**src/rtl/cpu_defs_pkg.sv**
```systemverilog
// Shared CPU definitions: sequencer state encoding and default datapath sizing.
package cpu_defs_pkg;

    localparam int unsigned WIDTH_DEF   = 32;
    localparam int unsigned TIMEOUT_DEF = 48;

    typedef enum logic [1:0] {
        IDLE     = 2'd0,
        MULT_RUN = 2'd1,
        DIV_RUN  = 2'd2
    } state_e;

endpackage

```
**src/rtl/hilo_reg.sv**
```systemverilog
// Architectural HI/LO register pair with write enable and synchronous clear.
module hilo_reg
#(
    parameter int unsigned WIDTH = 32
) (
    input  logic             clock,
    input  logic             clr,
    input  logic             we,
    input  logic [WIDTH-1:0] hi_in,
    input  logic [WIDTH-1:0] lo_in,
    output logic [WIDTH-1:0] hi,
    output logic [WIDTH-1:0] lo
);

    logic [WIDTH-1:0] hi_q, hi_d;
    logic [WIDTH-1:0] lo_q, lo_d;

    always_comb begin
        hi_d = hi_q;
        lo_d = lo_q;
        if (we) begin
            hi_d = hi_in;
            lo_d = lo_in;
        end
    end

    always_ff @(posedge clock) begin
        if (clr) begin
            hi_q <= '0;
            lo_q <= '0;
        end else begin
            hi_q <= hi_d;
            lo_q <= lo_d;
        end
    end

    assign hi = hi_q;
    assign lo = lo_q;

endmodule

```
**src/rtl/muldiv_seq.sv**
```systemverilog
// Sequencer between control and the multicycle MULT/DIV units: latches operands,
// holds the unit run enable until done, captures HI/LO, and aborts hung units.
module muldiv_seq
    import cpu_defs_pkg::*;
#(
    parameter int unsigned WIDTH   = WIDTH_DEF,
    parameter int unsigned TIMEOUT = TIMEOUT_DEF,
    parameter int unsigned CNT_W   = 6          // 2**CNT_W must exceed TIMEOUT
) (
    input  logic             clock,
    input  logic             reset,
    input  logic             StartMult,
    input  logic             StartDiv,
    input  logic [WIDTH-1:0] RegAOut,
    input  logic [WIDTH-1:0] RegBOut,
    output logic [WIDTH-1:0] OpA,
    output logic [WIDTH-1:0] OpB,
    output logic             MultCtrl,
    input  logic             MultDone,
    input  logic [WIDTH-1:0] MultHIOut,
    input  logic [WIDTH-1:0] MultLOOut,
    output logic             DivCtrl,
    input  logic             DivDone,
    input  logic [WIDTH-1:0] DivHIOut,
    input  logic [WIDTH-1:0] DivLOOut,
    output logic [WIDTH-1:0] HI,
    output logic [WIDTH-1:0] LO,
    output logic             Busy,
    output logic             OpDone,
    output logic             DivZero,
    output logic             Timeout,
    output logic             UnitRst
);

    state_e           state_q, state_d;
    logic [CNT_W-1:0] cnt_q, cnt_d;
    logic [WIDTH-1:0] op_a_q, op_a_d;
    logic [WIDTH-1:0] op_b_q, op_b_d;
    logic             mult_ctrl_q, mult_ctrl_d;
    logic             div_ctrl_q, div_ctrl_d;
    logic             busy_q, busy_d;
    logic             op_done_q, op_done_d;
    logic             div_zero_q, div_zero_d;
    logic             timeout_q, timeout_d;
    logic             unit_rst_q, unit_rst_d;

    logic             hilo_we;
    logic [WIDTH-1:0] hilo_hi, hilo_lo;
    logic             run_done;

    always_comb begin
        state_d     = state_q;
        cnt_d       = cnt_q;
        op_a_d      = op_a_q;
        op_b_d      = op_b_q;
        mult_ctrl_d = 1'b0;
        div_ctrl_d  = 1'b0;
        busy_d      = 1'b0;
        op_done_d   = 1'b0;
        div_zero_d  = 1'b0;
        timeout_d   = 1'b0;
        unit_rst_d  = 1'b0;
        hilo_we     = 1'b0;
        hilo_hi     = MultHIOut;
        hilo_lo     = MultLOOut;
        run_done    = 1'b0;

        case (state_q)
            IDLE: begin
                if (StartMult) begin
                    op_a_d      = RegAOut;
                    op_b_d      = RegBOut;
                    cnt_d       = '0;
                    mult_ctrl_d = 1'b1;
                    busy_d      = 1'b1;
                    state_d     = MULT_RUN;
                end else if (StartDiv) begin
                    if (RegBOut == '0) begin
                        div_zero_d = 1'b1;
                    end else begin
                        op_a_d     = RegAOut;
                        op_b_d     = RegBOut;
                        cnt_d      = '0;
                        div_ctrl_d = 1'b1;
                        busy_d     = 1'b1;
                        state_d    = DIV_RUN;
                    end
                end
            end

            MULT_RUN, DIV_RUN: begin
                // Only the active unit's done counts; done beats a same-cycle watchdog expiry.
                run_done = (state_q == MULT_RUN) ? MultDone : DivDone;
                if (state_q == DIV_RUN) begin
                    hilo_hi = DivHIOut;
                    hilo_lo = DivLOOut;
                end
                if (run_done) begin
                    hilo_we   = 1'b1;
                    op_done_d = 1'b1;
                    state_d   = IDLE;
                end else if (cnt_q == CNT_W'(TIMEOUT - 1)) begin
                    timeout_d  = 1'b1;
                    unit_rst_d = 1'b1;
                    state_d    = IDLE;
                end else begin
                    cnt_d       = cnt_q + 1'b1;
                    busy_d      = 1'b1;
                    mult_ctrl_d = (state_q == MULT_RUN);
                    div_ctrl_d  = (state_q == DIV_RUN);
                end
            end

            default: begin
                state_d = IDLE;
            end
        endcase
    end

    always_ff @(posedge clock) begin
        if (reset) begin
            state_q     <= IDLE;
            cnt_q       <= '0;
            op_a_q      <= '0;
            op_b_q      <= '0;
            mult_ctrl_q <= 1'b0;
            div_ctrl_q  <= 1'b0;
            busy_q      <= 1'b0;
            op_done_q   <= 1'b0;
            div_zero_q  <= 1'b0;
            timeout_q   <= 1'b0;
            unit_rst_q  <= 1'b0;
        end else begin
            state_q     <= state_d;
            cnt_q       <= cnt_d;
            op_a_q      <= op_a_d;
            op_b_q      <= op_b_d;
            mult_ctrl_q <= mult_ctrl_d;
            div_ctrl_q  <= div_ctrl_d;
            busy_q      <= busy_d;
            op_done_q   <= op_done_d;
            div_zero_q  <= div_zero_d;
            timeout_q   <= timeout_d;
            unit_rst_q  <= unit_rst_d;
        end
    end

    hilo_reg #(
        .WIDTH(WIDTH)
    ) u_hilo (
        .clock (clock),
        .clr   (reset),
        .we    (hilo_we),
        .hi_in (hilo_hi),
        .lo_in (hilo_lo),
        .hi    (HI),
        .lo    (LO)
    );

    assign OpA      = op_a_q;
    assign OpB      = op_b_q;
    assign MultCtrl = mult_ctrl_q;
    assign DivCtrl  = div_ctrl_q;
    assign Busy     = busy_q;
    assign OpDone   = op_done_q;
    assign DivZero  = div_zero_q;
    assign Timeout  = timeout_q;
    assign UnitRst  = unit_rst_q;

endmodule

```
**config.mk**
```make
export PLATFORM = sky130hd
export DESIGN_NAME = muldiv_seq
export DESIGN_NICKNAME = d
export VERILOG_FILES = /design/src/rtl/cpu_defs_pkg.sv /design/src/rtl/hilo_reg.sv /design/src/rtl/muldiv_seq.sv
export SDC_FILE = /design/constraint.sdc
export NUM_CORES = 1
export LEC_CHECK = 0
export ABC_AREA = 1
export CAP_MARGIN = 40
export CORE_MARGIN = 2
export CORE_UTILIZATION = 42
export CTS_BUF_LIST = sky130_fd_sc_hd__clkbuf_4 sky130_fd_sc_hd__clkbuf_8 sky130_fd_sc_hd__clkbuf_16
export DETAILED_ROUTE_END_ITERATION = 7
export GPL_TIMING_DRIVEN = 0
export PLACE_DENSITY = 0.87
export SLEW_MARGIN = 10
export SYNTH_ARGS = -nofsm -noshare
export SYNTH_HDL_FRONTEND = slang
export SYNTH_HIERARCHICAL = 1
export SYNTH_SLANG_ARGS = --single-unit
```
**constraint.sdc**
```tcl
create_clock -name clock -period 1.9 [get_ports clock]
set_input_delay 0.285 -clock clock [delete_from_list [all_inputs] [get_ports clock]]
set_output_delay 0.285 -clock clock [all_outputs]
set_load 0.005 [all_outputs]
```
==> results of run 1 <==
[logic make-up (layout without fill, tap and decap cells)]
| kind of cell | Yosys count | in the layout | synth area share |
|---|---|---|---|
| xor+xnor | 1 | 1 | 0.00123 |
| compound gates | 81 | 81 | 0.0584 |
| fa+ha+maj | 5 | 5 | 0.00877 |
| mux | 64 | 64 | 0.101 |
| simple gates | 532 | 533 | 0.295 |
| buf+inv | 209 | 573 | 0.137 |
| flops | 142 | 142 | 0.399 |
[cell usage after synthesis]
| cell type | instances | share of area |
|---|---|---|
| nand2_1 | 227 | 0.12 |
| nor2_1 | 224 | 0.12 |
| inv_1 | 143 | 0.075 |
| dfxtp_1 | 142 | 0.40 |
| a21oi_1 | 75 | 0.053 |
| nand3_1 | 75 | 0.053 |
| mux2_2 | 64 | 0.10 |
| buf_6 | 19 | 0.030 |
| buf_2 | 17 | 0.012 |
| clkbuf_1 | 12 | 0.0063 |
| buf_1 | 10 | 0.0053 |
| buf_4 | 7 | 0.0074 |
| ha_1 | 5 | 0.0088 |
| o21ai_0 | 3 | 0.0021 |
| nor3_1 | 2 | 0.0014 |
| nor3b_1 | 2 | 0.0021 |
| a21o_1 | 1 | 0.0011 |
| inv_2 | 1 | 0.00053 |
| nor2_2 | 1 | 0.00088 |
| o211ai_1 | 1 | 0.0011 |
| o21bai_2 | 1 | 0.0016 |
| or2_2 | 1 | 0.00088 |
| xor2_1 | 1 | 0.0012 |
[per-layer routing]
layer	vias up	track usage	part of all wire
li1	3871	-	-
met1	3538	0.303	0.40
met2	278	0.453	0.50
met3	70	0.0559	0.058
met4	0	0.136	0.040
met5	-	0	0
[area by class of cell]
| class | instances | area (sq um) | area share |
|---|---|---|---|
| Buffer | 65 | 487 | 0.0426 |
| Inverter | 144 | 541 | 0.0473 |
| Multi-Input combinational cell | 684 | 3350 | 0.293 |
| Timing Repair Buffer | 333 | 3350 | 0.293 |
| Tap cell | 220 | 275 | 0.0241 |
| Sequential cell | 142 | 2840 | 0.249 |
| Clock buffer | 19 | 447 | 0.0391 |
| Clock inverter | 12 | 145 | 0.0127 |
[registers in the layout, summed over array words and instances (netlist names), 2 cells and up]
name       cells
u_hilo/hi     32
state_q        2
OpA           32
u_hilo/lo     32
cnt_q          6
OpB           32
[cells in the final DEF (no fill, tap or decap), types with 3 or more instances in the layout]
cell type,n
buf_6,20
clkbuf_2,10
o21ai_0,3
buf_1,9
buf_4,10
clkbuf_16,18
nand2_1,225
inv_1,142
nand3_1,75
clkdlybuf4s50_1,332
clkinv_2,6
nor2_1,223
bufinv_16,3
ha_1,4
a21oi_1,75
mux2_2,64
dfxtp_1,142
buf_2,13
[worst register-to-register path, stage by stage (launching register included)]
cell and delay [ns]:
dfxtp_1 0.39, inv_1 0.08, ha_2 0.39, inv_1 0.14
nor3_4 0.31, nor2_2 0.12, a21oi_1 0.19, nor2_1 0.06
[final timing paths]
kind | from | to | slack (ns)
min | RegAOut[28] | OpA[28] | 0.46
min reg2reg | u_hilo/hi[12] | u_hilo/hi[12] | 0.47
max | state_q[0] | cnt_q[1] | 0.11
max reg2reg | state_q[0] | cnt_q[1] | 0.11
[timing repair]
item,in CTS,in global routing
setup endpoints to repair,116,125
endpoints found under the hold margin,0,0
gates cloned,0,2
pin swaps,0,2
resized for setup,14,26
[metrics by stage]
stage / instances / hold WS (ns) / instance area [sq um]
finish: 1619 / 0.460 / 11400
global route: 1619 / 0.467 / 11400
global placement: 1586 / 0.456 / 10700
floorplan: 1034 / 0.417 / 7130
CTS: 1617 / 0.439 / 11300
detailed placement: 1586 / 0.461 / 10700
[where the power goes]
group | leakage, nW | switching, mW | internal, mW
logic | 3.66 | 1.64 | 1.91
clock network | 0.296 | 1.28 | 2.09
registers | 1.17 | 0.233 | 3.42
==> metrics, run 1 <==
status complete, no violations; crit path time final 1.79 ns; initial DRC count 447; DRC 0; cell row count 47; CTS root buffer clkbuf_16; Post-CTS Hold Buffers 0; CP Depth 7; Clock transition at path regs 0.06 ns; Max Fanout on Critical Path 6; post-synth cell types 23; Worst-Margin Slew 0.607 ns; share of layout cells above drive strength 1 0.117; Setup crit end kind register; Setup WS pre-CTS -0.447 ns; Layout Utilization 0.689; number of diodes 0; Top delay family on crit path simple AND/OR/NAND/NOR gates; GRT Util Overall 0.262; Boundary Pins 333; Worst EP required 2.21 ns; max incr delay on CP 0.39 ns; die width 134 um; Post-Syn Instances 1034; DIE AREA 18000 sq um; drt first pass iters 7; fin. max-slew vios 0; Slew HR 0.595; CTS max path bufs 2; CP dominant cell by count inv_1; Die Span Y 134 um; via count 7757; Avg Cell Area, Syn 6.90 sq um; Setup violations, final 0; syn nets 1237; Layout area overhead 60.3%; CP arrival 2.10 ns; Setup WS post-layout 0.107 ns; CTS Sinks 142; Max Cap Viol 0; CTS tree yes; largest net degree at the start of global routing 17; Sum Neg Setup Slack 0 ns; nets@finish 1590; critical path class reg -> reg; Critical-path top delay cell dfxtp_1; Port Buffer Count 332; Clock Skew 0.0108 ns; fmax 558 MHz; antenna violations before repair 0; Post-CTS Setup Inserts 0; hpwl dp 19000 um; vias in the first global route 7338; global-route wire length before repair 36800 um; average via count per standard cell 4.79; DR WL/cell 15.2 um; Fin. Hold Viols 0; Syn Std Cell Area 7130 sq um; Pwr Density 925 nW/um^2; CTS buffer count 17; Hold WC Path Type in -> reg; Max rail drop VDD 0.634 mV; GPL Wtd Cong 0.932; Yosys warning total 6; Placeable Area 16600 sq um; CP cell instances inv_1 -> ha_2 -> inv_1 -> nor3_4 -> nor2_2 -> a21oi_1 -> nor2_1; total power 10.6 mW; Buf/Inv on CP 2; Seq/Total Area, Yosys 0.399; worst hold stages 3; Routed WL 24700 um; Starting Density 0.430; Worst R2R Path Depth 7; fillers 1346; RSZ-0062 raised after global routing no; Max H-tree Level 4; period utilization 0.944; Startpoint Class register; Yosys reg bits 142; worst skew pair latency 0.42 ns; post-route antenna net violation count 0; grt ovf 0; leak pwr 5.13 nW
No activity file was read; power rests on OpenSTA's default activity.
==> run 2: changes to the inputs <==
--- a/config.mk
+++ b/config.mk
@@ -11,6 +11,7 @@
 export CORE_UTILIZATION = 42
 export CTS_BUF_LIST = sky130_fd_sc_hd__clkbuf_4 sky130_fd_sc_hd__clkbuf_8 sky130_fd_sc_hd__clkbuf_16
 export DETAILED_ROUTE_END_ITERATION = 7
+export GPL_ROUTABILITY_DRIVEN = 0
 export GPL_TIMING_DRIVEN = 0
 export PLACE_DENSITY = 0.87
 export SLEW_MARGIN = 10
==> results of run 2 <==
No change in the layout: final DEF, timing and power equal those of run 1.
==> run 3: changes to the inputs <==
--- a/config.mk
+++ b/config.mk
@@ -14,6 +14,7 @@
 export GPL_ROUTABILITY_DRIVEN = 0
 export GPL_TIMING_DRIVEN = 0
 export PLACE_DENSITY = 0.87
+export RECOVER_POWER = 25
 export SLEW_MARGIN = 10
 export SYNTH_ARGS = -nofsm -noshare
 export SYNTH_HDL_FRONTEND = slang
==> run 3 against run 2 <==
Effect of this change: utilization unchanged; final cell count unchanged; sequential power about the same; cell area unchanged; fmax increased by 0.42%.
==> metrics, run 3 (synthesis results as in run 1) <==
status complete, no violations; grt ovf 0; most frequent cells in the layout clkdlybuf4s50_1, nand2_1, nor2_1; P_sw 3.13 mW; CTS max path bufs 2; Clk pwr share 0.321; Startpoint Class register; fillers 1346; register share of total power 0.348; Hold Crit Start RegAOut[28]; initial DRC count 430; CP cell instances inv_1 -> ha_2 -> inv_1 -> nor3_4 -> nor2_2 -> a21oi_1 -> nor2_1; Worst EP required 2.21 ns; period utilization 0.940; DRC 0; Post-CTS Setup Inserts 0; Setup violations, final 0; Port Buffer Count 332; Layout area overhead 60.3%; Setup WS pre-CTS -0.447 ns; fin. max-slew vios 0; nets@finish 1590; Clock transition at path regs 0.06 ns; Max Fanout on Critical Path 6; share of layout cells above drive strength 1 0.117; Setup crit end kind register; number of diodes 0; Worst-Margin Slew 0.607 ns; Cell Int Power 7.35 mW; Fin. Hold Viols 0; largest net degree at the start of global routing 17; Hold WC Path Type in -> reg; Worst Hold Slack 0.462 ns; drt first pass iters 5; CP dominant cell by count inv_1; Slew HR 0.595; die width 134 um; CP startpoint state_q[0]; Pwr Density 916 nW/um^2; Buf/Inv on CP 2; Layout Utilization 0.689; Multi-input gate area 3350 sq um; global-route wire length before repair 36800 um; fmax 560 MHz; CTS buffer count 17; DIE AREA 18000 sq um; commonest non-fill, non-tap cell in the layout clkdlybuf4s50_1; critical path class reg -> reg; Starting Density 0.430; Max Cap Viol 0; GRT Util Overall 0.262; register area 2840 sq um; post-route cell area 11400 sq um; Max H-tree Level 4; worst skew pair latency 0.42 ns; hpwl dp 19000 um; Placeable Area 16600 sq um; CTS Sinks 142; Clock Skew 0.0112 ns; Max rail drop VDD 0.630 mV; Die Span Y 134 um; Sum Neg Setup Slack 0 ns; CP arrival 2.09 ns; RSZ-0062 raised after global routing no; reg-to-reg critical path startpoint state_q[0]; Critical-path top delay cell dfxtp_1; antenna violations before repair 0; Switching Share 0.299; crit path time final 1.79 ns; Setup WS post-layout 0.114 ns; CTS tree yes; Boundary Pins 333; Placed Instances 1586; Top delay family on crit path simple AND/OR/NAND/NOR gates; leak pwr 5.29 nW; DP Area 10700 sq um; vias in the first global route 7338; Comb power frac 0.331; Routed WL 24700 um; Non-Filler Instances 1619; CTS root buffer clkbuf_16; cell row count 47; DR WL/cell 15.2 um; average via count per standard cell 4.77; post-route antenna net violation count 0; total power 10.5 mW; via count 7722; max incr delay on CP 0.39 ns
[run 3: changes by cell type in the layout (fill, tap and decap cells not counted)]
| cell | delta |
|---|---|
| clkdlybuf4s50_1 | -68 |
| dlygate4sd3_1 | +68 |
[run 3: final cells by class]
| cell class | count | area share |
|---|---|---|
| timing repair buffer | 333 | 0.293 |
| multi-input combinational | 684 | 0.293 |
| sequential | 142 | 0.249 |
| inverter | 144 | 0.0473 |
| buffer | 65 | 0.0426 |
| clock buffer | 19 | 0.0391 |
| tap | 220 | 0.0241 |
| clock inverter | 12 | 0.0127 |
[run 3: repair_timing]
item,CTS,global route
gates resized for setup,14,26
hold buffers,0,0
gates cloned,0,2
endpoints found under the setup margin,116,125
pin swaps,0,2
[run 3: power groups by stage]
stage	clock [mW]	sequential, mW	combinational, mW
CTS	3.43	3.65	3.47
global placement	0	3.69	3.34
finish	3.36	3.64	3.47
floorplan	0	3.73	1.67
global route	3.55	3.69	3.78
detailed placement	0	3.71	3.42
[run 3: routing by layer]
layer,track usage,vias to the layer above,part of all wire
li1,-,3864,-
met1,0.303,3514,0.40
met2,0.453,275,0.50
met3,0.0559,69,0.060
met4,0.136,0,0.038
met5,0,-,0
[run 3: worst reg2reg max path, delay by kind of cell, from the launching register on]
kind / cells / cell delay (ns)
AOI/OAI and AO/OA: 1 / 0.18
adders and majority gates: 1 / 0.39
buffers and inverters: 2 / 0.23
DFF: 1 / 0.39
and+or+nand+nor: 3 / 0.50
[run 3: path summary, 6_finish.rpt]
path                                 endpoint  slack (ns)  depth (start not counted)
worst max-delay path                 cnt_q[1]        0.11                          7
worst max register to register       cnt_q[1]        0.11                          7
worst min register to register  u_hilo/hi[22]        0.46                          2
worst min-delay path                  OpA[28]        0.46                          3
==> edit (config.mk and constraints of run 3) <==
The package constant `TIMEOUT_DEF` goes from 48 to 36.
--- a/src/rtl/cpu_defs_pkg.sv
+++ b/src/rtl/cpu_defs_pkg.sv
@@ -2,7 +2,7 @@
 package cpu_defs_pkg;
 
     localparam int unsigned WIDTH_DEF   = 32;
-    localparam int unsigned TIMEOUT_DEF = 48;
+    localparam int unsigned TIMEOUT_DEF = 36;
 
     typedef enum logic [1:0] {
         IDLE     = 2'd0,
Formal check against the unedited RTL: same outputs for any inputs over 4 cycles, from zero or initial values and one cycle with reset high; that may be too few to reach the edited logic, so the function may still have changed.
==> edit against run 3 <==
Global-route usage grew 0.11 points; worst setup slack improved by 0.011 ns; sequential cell count is the same; clock power increased by 2%; total power shrank 0.55%; routed wire length decreased by 0.34%; core utilization fell by 0.39 points; sequential share of layout area rose by 0.076 points; area after synthesis rose by 0.39%; hold slack worse by 0.0034 ns; cell area fell by 0.22%.
==> edit: results (changes against run 3) <==
Status -> finished, final reports clean
R2R setup slack -> 0.12 ns
Worst slew margin -> 0.646 (+0.0501)
Instance area at placement -> 10800 sq um (+0.26%)
Sequential fraction of the synthesis area -> 0.397 (-0.00153)
Synth cell types -> 23 (unchanged)
Global Route Usage Sum -> 0.263 (+0.00114)
Share of post-route cells with drive strength above 1 -> 0.115 (-0.00184)
Top cells by count, synth -> nor2_1 (228), nand2_1 (226), inv_1 (143), dfxtp_1 (142), nand3_1 (78)
Vias in the first global route -> 7667 (+4.5%)
Root buffer cell -> clkbuf_16
Vias post-DR -> 7767 (+0.58%)
Syn-to-layout area delta -> 59.3%
Post-CTS setup buffers -> 0 (unchanged)
Largest net degree at the start of global routing -> 17 (unchanged)
DR pass1 iterations -> 5 (unchanged)
Fin Hold WS -> 0.458 ns (-0.00343 ns)
Violation count after the first detailed-routing iteration -> 462 (+7.4%)
Clock slew at reported path FFs -> 0.07 ns
Skew final -> 0.0107 ns (-0.000488 ns)
Worst Path Max Fanout -> 10 (+4)
Worst skew pair latency -> 0.42 ns (about the same)
CTS Buffer Depth -> 2 (unchanged)
Post-DR vias/cell -> 4.78 (+0.15%)
Worst hold path type -> input pin to flop
Hpwl dp -> 18800 um (-1.2%)
Wirelength, routed -> 24600 um (-0.34%)
Dpl cells -> 1592 (+0.38%)
First-pass GRT wire length -> 37600 um (+2.2%)
Synth warn -> 6 (unchanged)
Final Setup Violations -> 0 (unchanged)
Leakage power -> 5.29 nW (about the same)
H-tree Lvls -> 4 (unchanged)
Mapped Cells -> 1040 (+0.58%)
FF-to-FF path depth -> 8 (+1)
Peak VDD IR -> 0.000623 V (-1.1%)
Ys async rst share -> 0 (unchanged)
Worst Hold Depth -> 3 (unchanged)
Synth Net Count -> 1243 (+0.49%)
Initial antenna violation count -> 2 (+2)
Top cells by area, synth -> dfxtp_1 (40%), nor2_1 (12%), nand2_1 (12%)
FILL cells -> 1358 (+0.89%)
Port Buffers -> 332 (unchanged)
TritonCTS Buffers -> 17 (unchanged)
Critical path arrival -> 2.10 ns
==> edit: changes by cell type after synthesis, sizes merged, moves of 2 or more <==
cell / delta
nor2: +3
nand4: +3
clkbuf: +5
o21ai: -2
nand3: +3
nor3: -2
buf: -3
==> edit: worst paths after layout <==
check,endpoint,startpoint
max reg2reg,Busy,state_q[0]
max,Busy,state_q[0]
min,OpA[3],RegAOut[3]
min reg2reg,u_hilo/lo[2],u_hilo/lo[2]
==> edit: worst max-delay path, stage by stage (launching register included) <==
cell and delay, ns:
dfxtp_2 0.35, inv_1 0.06, ha_1 0.25, nand2_1 0.21, clkbuf_4 0.27, clkbuf_2 0.28
nand3_1 0.12, nand2_1 0.08, inv_1 0.04
==> edit: per-layer routing <==
| metal | up-vias | routed length, um | GRT usage |
|---|---|---|---|
| met5 | - | 0 | 0 |
| met2 | 311 | 12300 | 0.472 |
| li1 | 3883 | - | - |
| met1 | 3531 | 8830 | 0.269 |
| met4 | 0 | 674 | 0.109 |
| met3 | 42 | 2770 | 0.110 |
==> edit: where the power goes <==
part	internal [mW]	switching [mW]
Combinational	1.80	1.54
Sequential	3.42	0.232
Clock	1.99	1.44
Total	7.21	3.21
==> edit: layout make-up <==
type,instances,area share
clock buffers,18,0.0385
well taps,220,0.0241
inverters,145,0.0477
diodes,2,0.000439
repair buffers,332,0.291
multi-input cells,686,0.292
flip-flops and latches,142,0.249
plain buffers,67,0.0427
clock inverters,14,0.0137
==> edit: kinds of logic (layout without fill, tap and decap cells) <==
logic type	after synthesis	after routing	share of synthesized area
XOR/XNOR	2	2	0.00245
other	0	2	0
AO/OA/AOI/OAI	77	77	0.0551
multiplexers	64	64	0.101
AND/OR/NAND/NOR	538	538	0.298
adder cells (fa/ha/maj)	5	5	0.00874
flip-flops	142	142	0.397
buffers and inverters	212	576	0.138
==> edit: through the flow <==
step | setup slack, ns | TNS [ns]
after CTS | 0.00477 | 0
final | 0.125 | 0
after floorplan | 0.210 | 0
after global routing | 0.00108 | 0
after global placement | -0.328 | -24.51
after detailed placement | -0.393 | -26.90
==> edit: what timing repair did <==
action	CTS	global route
setup endpoints to repair	115	133
resized for setup	14	17
cloned	0	0
pin swaps	0	1
